--- config.mk ---
export PLATFORM = sky130hd
export DESIGN_NAME = click_counter
export DESIGN_NICKNAME = d
export VERILOG_FILES = /design/src/rtl/click_counter_pkg.sv /design/src/rtl/click_counter.sv
export SDC_FILE = /design/constraint.sdc
export NUM_CORES = 1
export LEC_CHECK = 0
export CAP_MARGIN = 20
export CORE_MARGIN = 2
export CORE_UTILIZATION = 40
export CTS_CLUSTER_DIAMETER = 120
export DETAILED_ROUTE_END_ITERATION = 16
export GPL_ROUTABILITY_DRIVEN = 0
export GPL_TIMING_DRIVEN = 0
export PLACE_DENSITY = 0.66
export SETUP_SLACK_MARGIN = 0.02
export SYNTH_ARGS = -nofsm -noshare
export SYNTH_HDL_FRONTEND = slang
export SYNTH_SLANG_ARGS = --single-unit
--- constraint.sdc ---
create_clock -name clk -period 2.1 [get_ports clk]
set_clock_uncertainty 0.1 [all_clocks]
set_input_delay 0.63 -clock clk [delete_from_list [all_inputs] [get_ports clk]]
set_output_delay 0.63 -clock clk [all_outputs]
set_load 0.005 [all_outputs]
--- src/rtl/click_counter_pkg.sv ---
// click_counter_pkg: shared state type for the click burst counter.
package click_counter_pkg;
    typedef enum logic {IDLE, COUNTING} state_t;
endpackage

--- src/rtl/click_counter.sv ---
// click_counter: groups debounced press pulses into bursts and reports presses per burst.
module click_counter
    import click_counter_pkg::*;
#(
    parameter int CLK_FREQ   = 50_000_000,
    parameter int WINDOW_MS  = 300,
    parameter int MAX_CLICKS = 3,
    localparam int CNT_W     = $clog2(MAX_CLICKS + 1)
) (
    input  logic             clk,
    input  logic             rst_n,
    input  logic             press,
    output logic             click_valid,
    output logic [CNT_W-1:0] click_count,
    output logic             busy
);
    localparam int WINDOW_CYCLES = (CLK_FREQ / 1000) * WINDOW_MS;
    localparam int TMR_W = $clog2(WINDOW_CYCLES) < 1 ? 1 : $clog2(WINDOW_CYCLES);
    localparam logic [TMR_W-1:0] TMR_LAST = TMR_W'(WINDOW_CYCLES - 1);
    localparam logic [CNT_W-1:0] CNT_MAX = CNT_W'(MAX_CLICKS);
    state_t state, state_n;
    logic [CNT_W-1:0] count, count_n, emit_count;
    logic [TMR_W-1:0] timer, timer_n;
    logic emit;
    always_comb begin
        state_n = state;
        count_n = count;
        timer_n = timer;
        emit = 1'b0;
        emit_count = count;
        if (state == IDLE) begin
            if (press) begin
                if (MAX_CLICKS == 1) begin
                    emit = 1'b1;
                    emit_count = CNT_W'(1);
                end else begin
                    state_n = COUNTING;
                    count_n = CNT_W'(1);
                    timer_n = '0;
                end
            end
        end else if (press) begin
            // a press in the terminal timer cycle wins over the timeout
            if (count + 1'b1 == CNT_MAX) begin
                emit = 1'b1;
                emit_count = CNT_MAX;
                state_n = IDLE;
                count_n = '0;
                timer_n = '0;
            end else begin
                count_n = count + 1'b1;
                timer_n = '0;
            end
        end else if (timer == TMR_LAST) begin
            emit = 1'b1;
            state_n = IDLE;
            count_n = '0;
            timer_n = '0;
        end else begin
            timer_n = timer + 1'b1;
        end
    end
    always_ff @(posedge clk or negedge rst_n) begin
        if (!rst_n) begin
            state <= IDLE;
            count <= '0;
            timer <= '0;
            click_valid <= 1'b0;
            click_count <= '0;
        end else begin
            state <= state_n;
            count <= count_n;
            timer <= timer_n;
            click_valid <= emit;
            if (emit) click_count <= emit_count;
        end
    end
    assign busy = (state == COUNTING);
endmodule
### Yosys cells after proc, flatten, opt, wreduce, memory -nomap -nowiden

Cells that the tools add are included.

* flip-flop bits (word level): 30
* bits in latches: 0
* memory bits (writable): 0
* bits in read-only memories: 0
* input port bits: 3
* output and inout bits: 4
* word-level logic and storage cells: 33
* memories kept: 0

* add/subtract/negate cells: 2
* multipliers: 0
* div/mod/pow operators: 0
* $lt $le $gt $ge: 0
* equality and inequality tests: 2
* shift-type cells: 0
* muxes and demuxes: 21
* bitwise logic cells: 0
* reduce and logical (&&, ||, !) cells: 3

Operators by type and width (count)
* 2-to-1 mux 24 bit: 4
* adder 24 x 1 -> 24 bit, second input constant: 1
* equality test 24 bit, second input constant: 1
* 2-to-1 mux 2 bit: 8
* 2-to-1 mux 1 bit: 9
* nonzero test 2 bit: 2
* adder 2 x 1 -> 2 bit, second input constant: 1
* equality test 2 bit, second input constant: 1
* AND reduction 2 bit: 1

### Logic depth before layout (Yosys ltp)

Gate-level depths: netlist (run 1).

* word-level depth: 5
* mapped depth: 7
* depth with buffers taken out: 6

### Worst setup path before layout (run 1)

Ideal clock, no wire load.

* path type: input to register
* start point: input press
* end point: register state (netlist: busy)
* arrival: 1.750 ns
* required time: 1.858 ns
* setup slack: 0.108 ns
* cell stages on the path: 5
* buffers on the path: 4
* path through: clkbuf_1 clkbuf_1 clkbuf_1 clkbuf_1 a31oi_1

* cells in the longest elaborated chain, start to end: 2
* elaborated cells on any way between the ends: 3
* those cells by class: 3 x mux

Ends and longest elaborated chain
* from (decl): line click_counter.sv:12 `input logic press,`
* 2-to-1 mux 1 bit (on tied branches): line click_counter.sv:32, click_counter.sv:42
* 2-to-1 mux 1 bit *: line click_counter.sv:31 `if (state == IDLE) begin`
* net state_n: line click_counter.sv:21 `state_t state, state_n;`
* to (signal assigned): line click_counter.sv:71 `state <= state_n;`
* to (decl): line click_counter.sv:21

Mark *: on every way through the listed nets, which the timed path passes. The rest lies on a longest branch.
A chain may end at the register's enable or synchronous reset.

### Worst setup path after layout (run 1)

* start point: register timer[5]
* end point: register timer[18]

* cells in the longest elaborated chain, start to end: 4
* elaborated cells on any way between the ends: 5
* those cells by class: 1 x add/sub; 1 x eq/ne; 3 x mux

Ends and longest elaborated chain
* from (decl): line click_counter.sv:23 `logic [TMR_W-1:0] timer, timer_n;`
* from (signal assigned): line click_counter.sv:73 `timer <= timer_n;`
* adder 24 x 1 -> 24 bit / equality test 24 bit (equally long branches): line click_counter.sv:60, click_counter.sv:54
* 2-to-1 mux 24 bit *: line click_counter.sv:54 `end else if (timer == TMR_LAST) begin`
* 2-to-1 mux 24 bit *: line click_counter.sv:42 `end else if (press) begin`
* 2-to-1 mux 24 bit *: line click_counter.sv:31

Every way passes the cells marked *; elsewhere a longest branch is shown, timed or not.

==> results by group, run 1 <==
Status
  – Outcome: completed

Finish
  – Layout cells sized above 1: 0.151
  – Final std cell area, no fill: 0.00223 mm²
  – Layout net count: 242
  – Antenna cells: 0
  – Area Overhead vs Synth: 18.5%
  – Final core utilization: 0.501

Route
  – DRC violations left: 0
  – Via density: 6.38
  – Wire length per cell: 17.8 µm
  – Routed vias: 1856
  – Routed WL: 5.17 mm
  – DR iter-0 viols: 181
  – Post-route ant nets: 0
  – Drt pass-1 iters: 6

Setup path
  – CP arrival: 2.13 ns
  – Critical path fanouts, max: 6
  – Worst setup EP type: register
  – Max incr delay on CP: 0.53 ns
  – WS Path Type: reg2reg
  – CP cell instances: nand4_1 > nor2_2 > nand2_2 > or4b_1 > a21oi_1
  – Critical Path Source Type: register
  – Crit-path slowest cell: or4b_1
  – Crit-path leading delay family: simple AND/OR/NAND/NOR gates
  – Worst path bufs/invs: 0
  – Critical Path RT: 2.20 ns

Power
  – Power Density: 835 mW/mm²
  – Proportion of power drawn by the clock network: 0.398
  – Maximum vdd ir drop: 0.536 mV
  – Static Leakage: 0.863 nW
  – Sw Ratio: 0.297
  – Cell Int Power: 1.31 mW
  – Sw power: 552 µW
  – Reg power frac: 0.386
  – Comb power frac: 0.216

Floorplanning
  – IO Count: 7
  – Num rows: 24
  – Starting Density: 0.423
  – Die W: 72.6 µm
  – Die Span Y: 72.6 µm
  – Core area: 0.00444 mm²
  – Die Area: 0.00527 mm²

Job
  – Number of max-cap violations: 0

Placed design
  – Pre-CTS setup slack: -0.623 ns
  – Placed standard-cell area: 0.00199 mm²
  – DP HPWL: 3.41 mm
  – I/O Buffers: 5

Global routing
  – Initial antenna violation count: 0
  – Pin count of the biggest net entering global routing: 31
  – Grt met3 use: 0.0611
  – Total track usage: 0.208
  – Met1 Resource Use GR: 0.302
  – Met2 Use GR: 0.300
  – Vias in the first global route: 1707
  – Global-route wire length before repair: 8.54 mm
  – Global routing's busiest layer: met1
  – GR Overflow Total: 0

Logic synthesis
  – Synth area leaders: dfrtp_1 40%, nor2_1 4.6%, nand2_1 4.4%
  – Netlist cell types: 45
  – Largest area contributor in the netlist: dfrtp_1
  – Post-Syn Area: 0.00188 mm²
  – Ys Warns: 0
  – Post-Synthesis Net Count: 229
  – Post-synth top flop: dfrtp_1
  – Syn_area_per_cell: 8.36 µm²
  – Synthesized flop and latch total: 30
  – Top-area cell type share of the netlist area: 0.399
  – Cells after synthesis: 225
  – Post-synthesis sequential area ratio: 0.399
  – Post-synth EDFFs: 0
  – Ys async rst share: 1.00

Timing
  – Final min period: 2.03 ns
  – Final WS setup: 0.0742 ns
  – RSZ-0062 raised after global routing: true
  – Final period util: 0.965
  – Hold Slack: 0.277 ns
  – Max-slew headroom: 0.550
  – Final setup viols: 0
  – Worst Max-Slew Pin Slew: 0.675 ns
  – Final hold violation count: 0
  – Final Max Slew Viols: 0
  – Fmax: 494 MHz
  – TNS Setup: 0 ns

Clock tree
  – Max clock buf depth: 2
  – Insertion delay to the later sink of the worst-skew pair: 0.29 ns
  – CTS tree: built
  – Hold-fix buffers at CTS: 0
  – Clock sink count: 30
  – TritonCTS buffer count: 5
  – Clock root buffer: clkbuf_8
  – H-tree depth: 2
  – Register clock-pin slew on the reported worst setup and hold paths: 0.07 ns

Min path
  – Min-Delay Path Class: in2async
[metrics by stage]
| step | instances | total power, mW |
|---|---|---|
| after floorplan | 225 | 0.942 |
| after global placement | 282 | 1.09 |
| after detailed placement | 282 | 1.09 |
| after CTS | 291 | 1.83 |
| after global routing | 291 | 1.95 |
| final | 291 | 1.86 |
[layout by cell type (no fill, tap or decap), types with 3 or more instances in the layout]
cell type / netlist / layout
buf_4: 0 / 4
mux2i_1: 3 / 3
a21oi_1: 9 / 9
nand2b_1: 12 / 12
nor4_1: 6 / 3
or3_1: 7 / 7
and3_1: 4 / 4
dfrtp_2: 0 / 4
nor2b_1: 4 / 4
a32oi_1: 4 / 4
clkbuf_2: 0 / 6
nand2_1: 22 / 20
o21ai_0: 10 / 10
clkbuf_1: 14 / 5
o311ai_0: 3 / 3
clkbuf_8: 0 / 6
nor2_1: 23 / 21
nand4_1: 12 / 12
clkdlybuf4s50_1: 0 / 4
inv_1: 4 / 4
nand3_1: 14 / 14
dfrtp_1: 30 / 26
a31oi_1: 4 / 4
nor3b_1: 4 / 4
xor2_1: 3 / 3
[path summary, 6_finish.rpt]
check | startpoint | to | slack (ns) | depth (start not counted)
max in group asynchronous | rst_n | timer[0]$_DFFE_PN0P_ | 1.15 | 1
worst max register to register | timer[5]$_DFFE_PN0P_ | timer[18]$_DFFE_PN0P_ | 0.07 | 5
worst max-delay path | timer[5]$_DFFE_PN0P_ | timer[18]$_DFFE_PN0P_ | 0.07 | 5
min in group clk | count[1]$_DFFE_PN0P_ | count[1]$_DFFE_PN0P_ | 0.43 | 1
worst min-delay path | rst_n | timer[9]$_DFFE_PN0P_ | 0.28 | 1
worst min register to register | count[1]$_DFFE_PN0P_ | count[1]$_DFFE_PN0P_ | 0.43 | 1
[synth_stat cells (all sizes together) (2+ instances only)]
cell    count
nand2      22
nor4        7
a31oi       4
dfrtp      30
nand3b      2
mux2i       3
clkbuf     14
o21ai      10
nand3      14
nor2       23
nor2b       4
and2        2
nor3        3
nand4b      2
o21bai      2
and3        4
a21oi       9
nor3b       4
or3         7
or4         2
o311ai      3
inv         4
nand2b     12
xor2        3
or2         2
o211ai      2
a32oi       4
nand4      12
[kinds of logic (layout without fill, tap and decap cells)]
kind of cell | count (synthesis) | in the layout | synth area share
AND/OR/NAND/NOR | 126 | 126 | 0.369
AO/OA/AOI/OAI | 44 | 44 | 0.160
flip-flops | 30 | 30 | 0.399
buffers and inverters | 18 | 32 | 0.0359
XOR/XNOR | 3 | 3 | 0.0140
multiplexers | 3 | 3 | 0.0160
adder cells (fa/ha/maj) | 1 | 1 | 0.00665
[worst reg2reg max path, delay by kind of cell (launching register included)]
kind | cells | cell delay, ns
AND/OR/NAND/NOR | 4 | 1.24
flip-flops | 1 | 0.42
AO/OA/AOI/OAI | 1 | 0.18
[state kept, by name, summed over array words and instances, names as in the netlist]
register     flops
click_valid      1
count            2
busy             1
click_count      2
timer           24
[metal layers]
layer	wire, µm	vias up	part of all wire
met4	110	0	0.021
met5	0	-	0
li1	-	863	-
met1	2300	891	0.45
met2	2300	84	0.45
met3	449	18	0.087
[power groups by stage]
stage / Sequential [mW] / Combinational, mW / Clock (mW)
3_3_place_gp: 0.717 / 0.375 / 0
4_1_cts: 0.708 / 0.379 / 0.748
6_report: 0.718 / 0.402 / 0.741
3_5_place_dp: 0.719 / 0.375 / 0
5_1_grt: 0.728 / 0.456 / 0.768
2_1_floorplan: 0.708 / 0.234 / 0
[what timing repair did]
| item | 4_1_cts | 5_1_grt |
|---|---|---|
| pin swaps | 1 | 3 |
| hold endpoints to repair | 0 | 0 |
| buffers inserted | 1 | 2 |
| resized for setup | 5 | 24 |
| setup endpoints to repair | 18 | 17 |
[cell type report]
| class | count | area (µm²) |
|---|---|---|
| plain buffers | 12 | 56.3 |
| clock inverters | 2 | 60.1 |
| repair buffers | 8 | 67.6 |
| multi-input cells | 177 | 1130 |
| flip-flops and latches | 30 | 756 |
| fillers | 424 | 2220 |
| clock buffers | 6 | 82.6 |
| inverters | 4 | 15.0 |
| well taps | 52 | 65.1 |
(Power assumes the default switching activity.)
==> run 2: changes to the inputs <==
CORE_UTILIZATION = 60   (was 40)
PLACE_DENSITY = 0.89   (was 0.66)
SETUP_SLACK_MARGIN = 0.2   (was 0.02)
==> results by group, run 2 (synthesis results as in run 1) <==
Route
  – Highest Signal Layer: met4
  – M1 WL: 2.38 mm
  – Routed vias: 2104
  – Wire length per cell: 20.8 µm
  – Drt pass-1 iters: 5
  – Routed WL: 6.41 mm
  – Via density: 6.81
  – Met2 wire length: 3.02 mm
  – Metal3 WL: 654 µm
  – DR iter-0 viols: 260
  – DRC violations left: 0
  – Post-route ant nets: 0

Placed design
  – Placed standard-cell area: 0.00202 mm²
  – DP HPWL: 3.36 mm
  – I/O Buffers: 5

Global routing
  – Total track usage: 0.328
  – Vias in the first global route: 1783
  – Global-route wire length before repair: 8.62 mm
  – GR Overflow Total: 0
  – Pin count of the biggest net entering global routing: 19
  – Initial antenna violation count: 0

Finish
  – Commonest non-fill, non-tap cell in the layout: dfrtp_1
  – Most frequent cells in the layout: 26 x dfrtp_1, 23 x buf_4, 20 x nor2_1
  – Largest reg by FF count: timer
  – Layout net count: 268
  – Layout cells sized above 1: 0.268
  – Largest regs: timer: 24 flops, click_count: 2 flops, count: 2 flops
  – Max reg flops: 24
  – Antenna cells: 0
  – Area Overhead vs Synth: 29.7%
  – Final std cell area, no fill: 0.00244 mm²
  – Final core utilization: 0.805

Setup path
  – Critical Path Source Type: register
  – Worst setup EP type: register
  – WS Path Type: reg2reg
  – CP arrival: 2.21 ns
  – Critical path fanouts, max: 7
  – Critical Path RT: 2.24 ns

Power
  – Power Density: 666 mW/mm²
  – Static Leakage: 1.03 nW
  – Maximum vdd ir drop: 0.587 mV
  – Power consumption: 1.63 mW

Clock tree
  – Clock sink count: 30
  – H-tree depth: 2
  – Clock root buffer: clkbuf_4
  – TritonCTS buffer count: 5
  – CTS tree: built
  – Insertion delay to the later sink of the worst-skew pair: 0.36 ns
  – Register clock-pin slew on the reported worst setup and hold paths: 0.11 ns
  – Max clock buf depth: 2
  – Hold-fix buffers at CTS: 0

Floorplanning
  – Starting Density: 0.621
  – IO Count: 7
  – Die Span Y: 60.0 µm
  – Die Area: 0.00360 mm²
  – Core area: 0.00303 mm²
  – Num rows: 20
  – Die W: 60.0 µm

Timing
  – Fmax: 484 MHz
  – Final setup viols: 0
  – RSZ-0062 raised after global routing: true
  – Final hold violation count: 0
  – Final period util: 0.983
  – Final Max Slew Viols: 0
  – Worst Max-Slew Pin Slew: 0.717 ns
  – Max-slew headroom: 0.521
  – Final min period: 2.06 ns

Job
  – Number of max-cap violations: 0

Status
  – Outcome: completed

Min path
  – Min-Delay Path Class: reg2reg
-- run 2: cell count changes in the layout (fill, tap and decap cells not counted), moves of 3 or more --
cell             change
clkbuf_8             -5
clkdlybuf4s50_1      -3
dlygate4sd2_1        +4
buf_6                +4
buf_4               +19
clkbuf_4             +7
-- run 2: area by class of cell --
class,instances,area [µm²]
Multi-Input combinational cell,177,1190
Sequential cell,30,756
Fill cell,204,589
Timing Repair Buffer,32,279
Buffer,14,75.1
Tap cell,44,55.1
Clock buffer,6,51.3
Inverter,4,15.0
Clock inverter,2,12.5
-- run 2: path summary, 6_finish.rpt --
| kind | startpoint | endpoint | slack, ns | cells after the start |
|---|---|---|---|---|
| worst min register to register | click_count[1]$_DFFE_PN0P_ | click_count[1]$_DFFE_PN0P_ | 0.43 | 2 |
| min in group asynchronous | rst_n | timer[9]$_DFFE_PN0P_ | 0.59 | 1 |
| max in group asynchronous | rst_n | timer[6]$_DFFE_PN0P_ | 0.78 | 2 |
| worst max register to register | timer[5]$_DFFE_PN0P_ | timer[18]$_DFFE_PN0P_ | 0.04 | 6 |
| worst min-delay path | click_count[1]$_DFFE_PN0P_ | click_count[1]$_DFFE_PN0P_ | 0.43 | 2 |
| worst max-delay path | timer[5]$_DFFE_PN0P_ | timer[18]$_DFFE_PN0P_ | 0.04 | 6 |
-- run 2: power breakdown --
part / switching, mW / internal, mW
sequential: 0.0776 / 0.646
combinational: 0.303 / 0.202
clock: 0.236 / 0.161
total: 0.616 / 1.01
-- run 2: through the flow --
stage                     cells  setup TNS, ns  hold WS [ns]  setup slack [ns]
after CTS                   297              0         0.448             0.195
after global placement      274          -10.0         0.404            -0.258
after detailed placement    275          -2.65         0.426            -0.206
after global routing        309       -0.00108         0.458          -0.00108
after floorplan             225              0         0.234             0.264
final                       309              0         0.427            0.0355
-- run 2: timing repair --
item | in CTS | in global routing
endpoints found under the setup margin | 26 | 23
setup buffers | 14 | 12
pin swaps | 5 | 16
resized for setup | 24 | 33
-- run 2: critical path: stages, from the launching register on --
cell     delay (ns)
dfrtp_1        0.45
nand4_1        0.31
buf_4          0.26
nor4_4         0.30
nand2_2        0.21
or4b_4         0.25
a21oi_2        0.06
-- run 2: layer usage --
metal,global-route usage,up-vias
li1,-,910
met1,0.411,966
met2,0.534,178
met3,0.0758,50
met4,0.149,0
met5,0,-
==> run 3: changes to the inputs <==
ABC_AREA = 1   (was not set)
==> results by group, run 3 <==
Status
  – Outcome: complete, but fails checks
  – Failing checks: design-rule violations

Logic synthesis
  – Cells after synthesis: 257
  – Largest area contributor in the netlist: dfrtp_1
  – Synth area leaders: dfrtp_1 41%, nand2_1 19%, nor2_1 5.6%
  – Netlist cell types: 26
  – Top-area cell type share of the netlist area: 0.414
  – Post-Syn Area: 0.00181 mm²
  – Post-synthesis sequential area ratio: 0.414
  – Post-synth top cells: 92 x nand2_1, 30 x dfrtp_1, 27 x nor2_1, 23 x inv_1, 20 x nand3_1
  – Post-synth EDFFs: 0
  – Ys async rst share: 1.00
  – Most frequent cell after synthesis: nand2_1
  – Syn_area_per_cell: 7.05 µm²
  – Post-synth top flop: dfrtp_1
  – Post-Synthesis Net Count: 261
  – Ys Warns: 0
  – Synthesized flop and latch total: 30

Clock tree
  – Insertion delay to the later sink of the worst-skew pair: 0.33 ns
  – Clock root buffer: clkbuf_4
  – Register clock-pin slew on the reported worst setup and hold paths: 0.09 ns
  – Max clock buf depth: 2
  – TritonCTS buffer count: 5
  – Clock sink count: 30
  – H-tree depth: 2
  – CTS tree: built

Global routing
  – Initial antenna violation count: 0
  – Global-route wire length before repair: 6.53 mm
  – Total track usage: 0.254
  – Vias in the first global route: 1545
  – GR Overflow Total: 0
  – Pin count of the biggest net entering global routing: 21

Floorplanning
  – IO Count: 7
  – Die Span Y: 59.0 µm
  – Die W: 59.0 µm
  – Die Area: 0.00348 mm²
  – Num rows: 19
  – Starting Density: 0.646
  – Core area: 0.00281 mm²

Finish
  – Largest reg by FF count: timer
  – Antenna cells: 0
  – Fillers: 227
  – Largest regs: timer: 24 flops, click_count: 2 flops, count: 2 flops
  – Area Overhead vs Synth: 9.39%
  – Max reg flops: 24
  – Commonest non-fill, non-tap cell in the layout: nand2_1
  – Most frequent cells in the layout: 92 x nand2_1, 30 x dfrtp_1, 26 x nor2_1
  – Layout net count: 275
  – Layout cells sized above 1: 0.119
  – Final core utilization: 0.707

Setup path
  – Critical Path RT: 2.23 ns
  – Crit-path slowest cell: dfrtp_1
  – WS Path Type: reg2reg
  – Worst reg2reg path depth: 9
  – Worst setup EP type: register
  – CP cell instances: ha_1 > nand3_2 > nor2_2 > nand3_2 > nand2_2 > nor2_4 > buf_6 > nand3_1 > nand2_1
  – Critical Path Source Type: register
  – Max incr delay on CP: 0.39 ns
  – CP arrival: 1.88 ns
  – Critical path fanouts, max: 10
  – Crit path top cell by count: nand3_2
  – FF-to-FF setup slack: 0.35 ns

Placed design
  – DP HPWL: 2.88 mm
  – I/O Buffers: 6
  – Pre-CTS setup slack: -0.0490 ns

Power
  – Power Density: 592 mW/mm²
  – Maximum vdd ir drop: 0.554 mV
  – Static Leakage: 0.923 nW
  – Power consumption: 1.17 mW

Timing
  – Final WS setup: 0.352 ns
  – Final setup viols: 0
  – Max-slew headroom: 0.678
  – RSZ-0062 raised after global routing: false
  – Final hold violation count: 0
  – Hold Slack: 0.381 ns
  – Final period util: 0.832
  – Final Max Slew Viols: 0
  – Worst Max-Slew Pin Slew: 0.482 ns
  – Final min period: 1.75 ns
  – Fmax: 572 MHz

Job
  – Number of max-cap violations: 0

Route
  – DR iter-0 viols: 103
  – Metal3 WL: 221 µm
  – DRC violations left: 1
  – Met2 wire length: 1.84 mm
  – Wire length per cell: 13.0 µm
  – M1 WL: 1.74 mm
  – Post-route ant nets: 0
  – Routed vias: 1657
  – Via density: 5.50
  – Routed WL: 3.92 mm
  – Highest Signal Layer: met4
  – Drt pass-1 iters: 10

Min path
  – Hold path cells: 2
  – Min-Delay Path Class: reg2reg
## run 3: final timing paths
path,start,endpoint
max in group asynchronous,rst_n,timer[10]$_DFFE_PN0P_
worst min-delay path,click_count[1]$_DFFE_PN0P_,click_count[1]$_DFFE_PN0P_
worst max register to register,timer[0]$_DFFE_PN0P_,timer[5]$_DFFE_PN0P_
worst min register to register,click_count[1]$_DFFE_PN0P_,click_count[1]$_DFFE_PN0P_
worst max-delay path,timer[0]$_DFFE_PN0P_,timer[5]$_DFFE_PN0P_
min in group asynchronous,rst_n,timer[6]$_DFFE_PN0P_
## run 3: worst max-delay path, delay by kind of cell (launching register included)
family	cells	cell delay (ns)
flip-flops	1	0.39
AND/OR/NAND/NOR	7	0.78
adder cells (fa/ha/maj)	1	0.22
buffers and inverters	1	0.15
## run 3: final cells by class
cell class                      instances  area, µm²  share of cell area
Tap cell                               31       38.8              0.0196
Clock buffer                            6       51.3              0.0259
Sequential cell                        30        751               0.379
Inverter                               25       93.8              0.0473
Buffer                                  4       25.0              0.0126
Timing Repair Buffer                    7       70.1              0.0354
Multi-Input combinational cell        198        952               0.480
## run 3: kinds of logic after synthesis
logic type / Yosys count / synth area share
AOI/OAI and AO/OA: 21 / 0.0628
xor gates and xnor gates: 6 / 0.0290
adders and majority gates: 1 / 0.00690
buffers and inverters: 29 / 0.0642
DFF: 30 / 0.414
and+or+nand+nor: 170 / 0.423
## run 3: report_power, final
| group | internal, mW | switching (mW) | total, mW |
|---|---|---|---|
| logic | 0.0688 | 0.118 | 0.187 |
| registers | 0.619 | 0.0278 | 0.647 |
| clock network | 0.150 | 0.190 | 0.340 |
## run 3: through the flow
stage                     instance area (µm²)  std cells  setup TNS, ns
final                                    1980        301              0
after detailed placement                 1930        295         -0.560
after global placement                   1910        294          -6.16
after floorplan                          1810        257              0
after global routing                     1980        301              0
after CTS                                1970        301              0
## run 3: layer usage
metal	global-route usage	up-vias
li1	-	843
met1	0.311	753
met2	0.419	49
met3	0.0484	12
met4	0.143	0
met5	0	-
## run 3: what timing repair did
item | in CTS | in global routing
hold buffers | 0 | 0
resized for setup | 4 | 7
cloned | 0 | 0
endpoints found under the setup margin | 4 | 20
setup buffers | 0 | 0
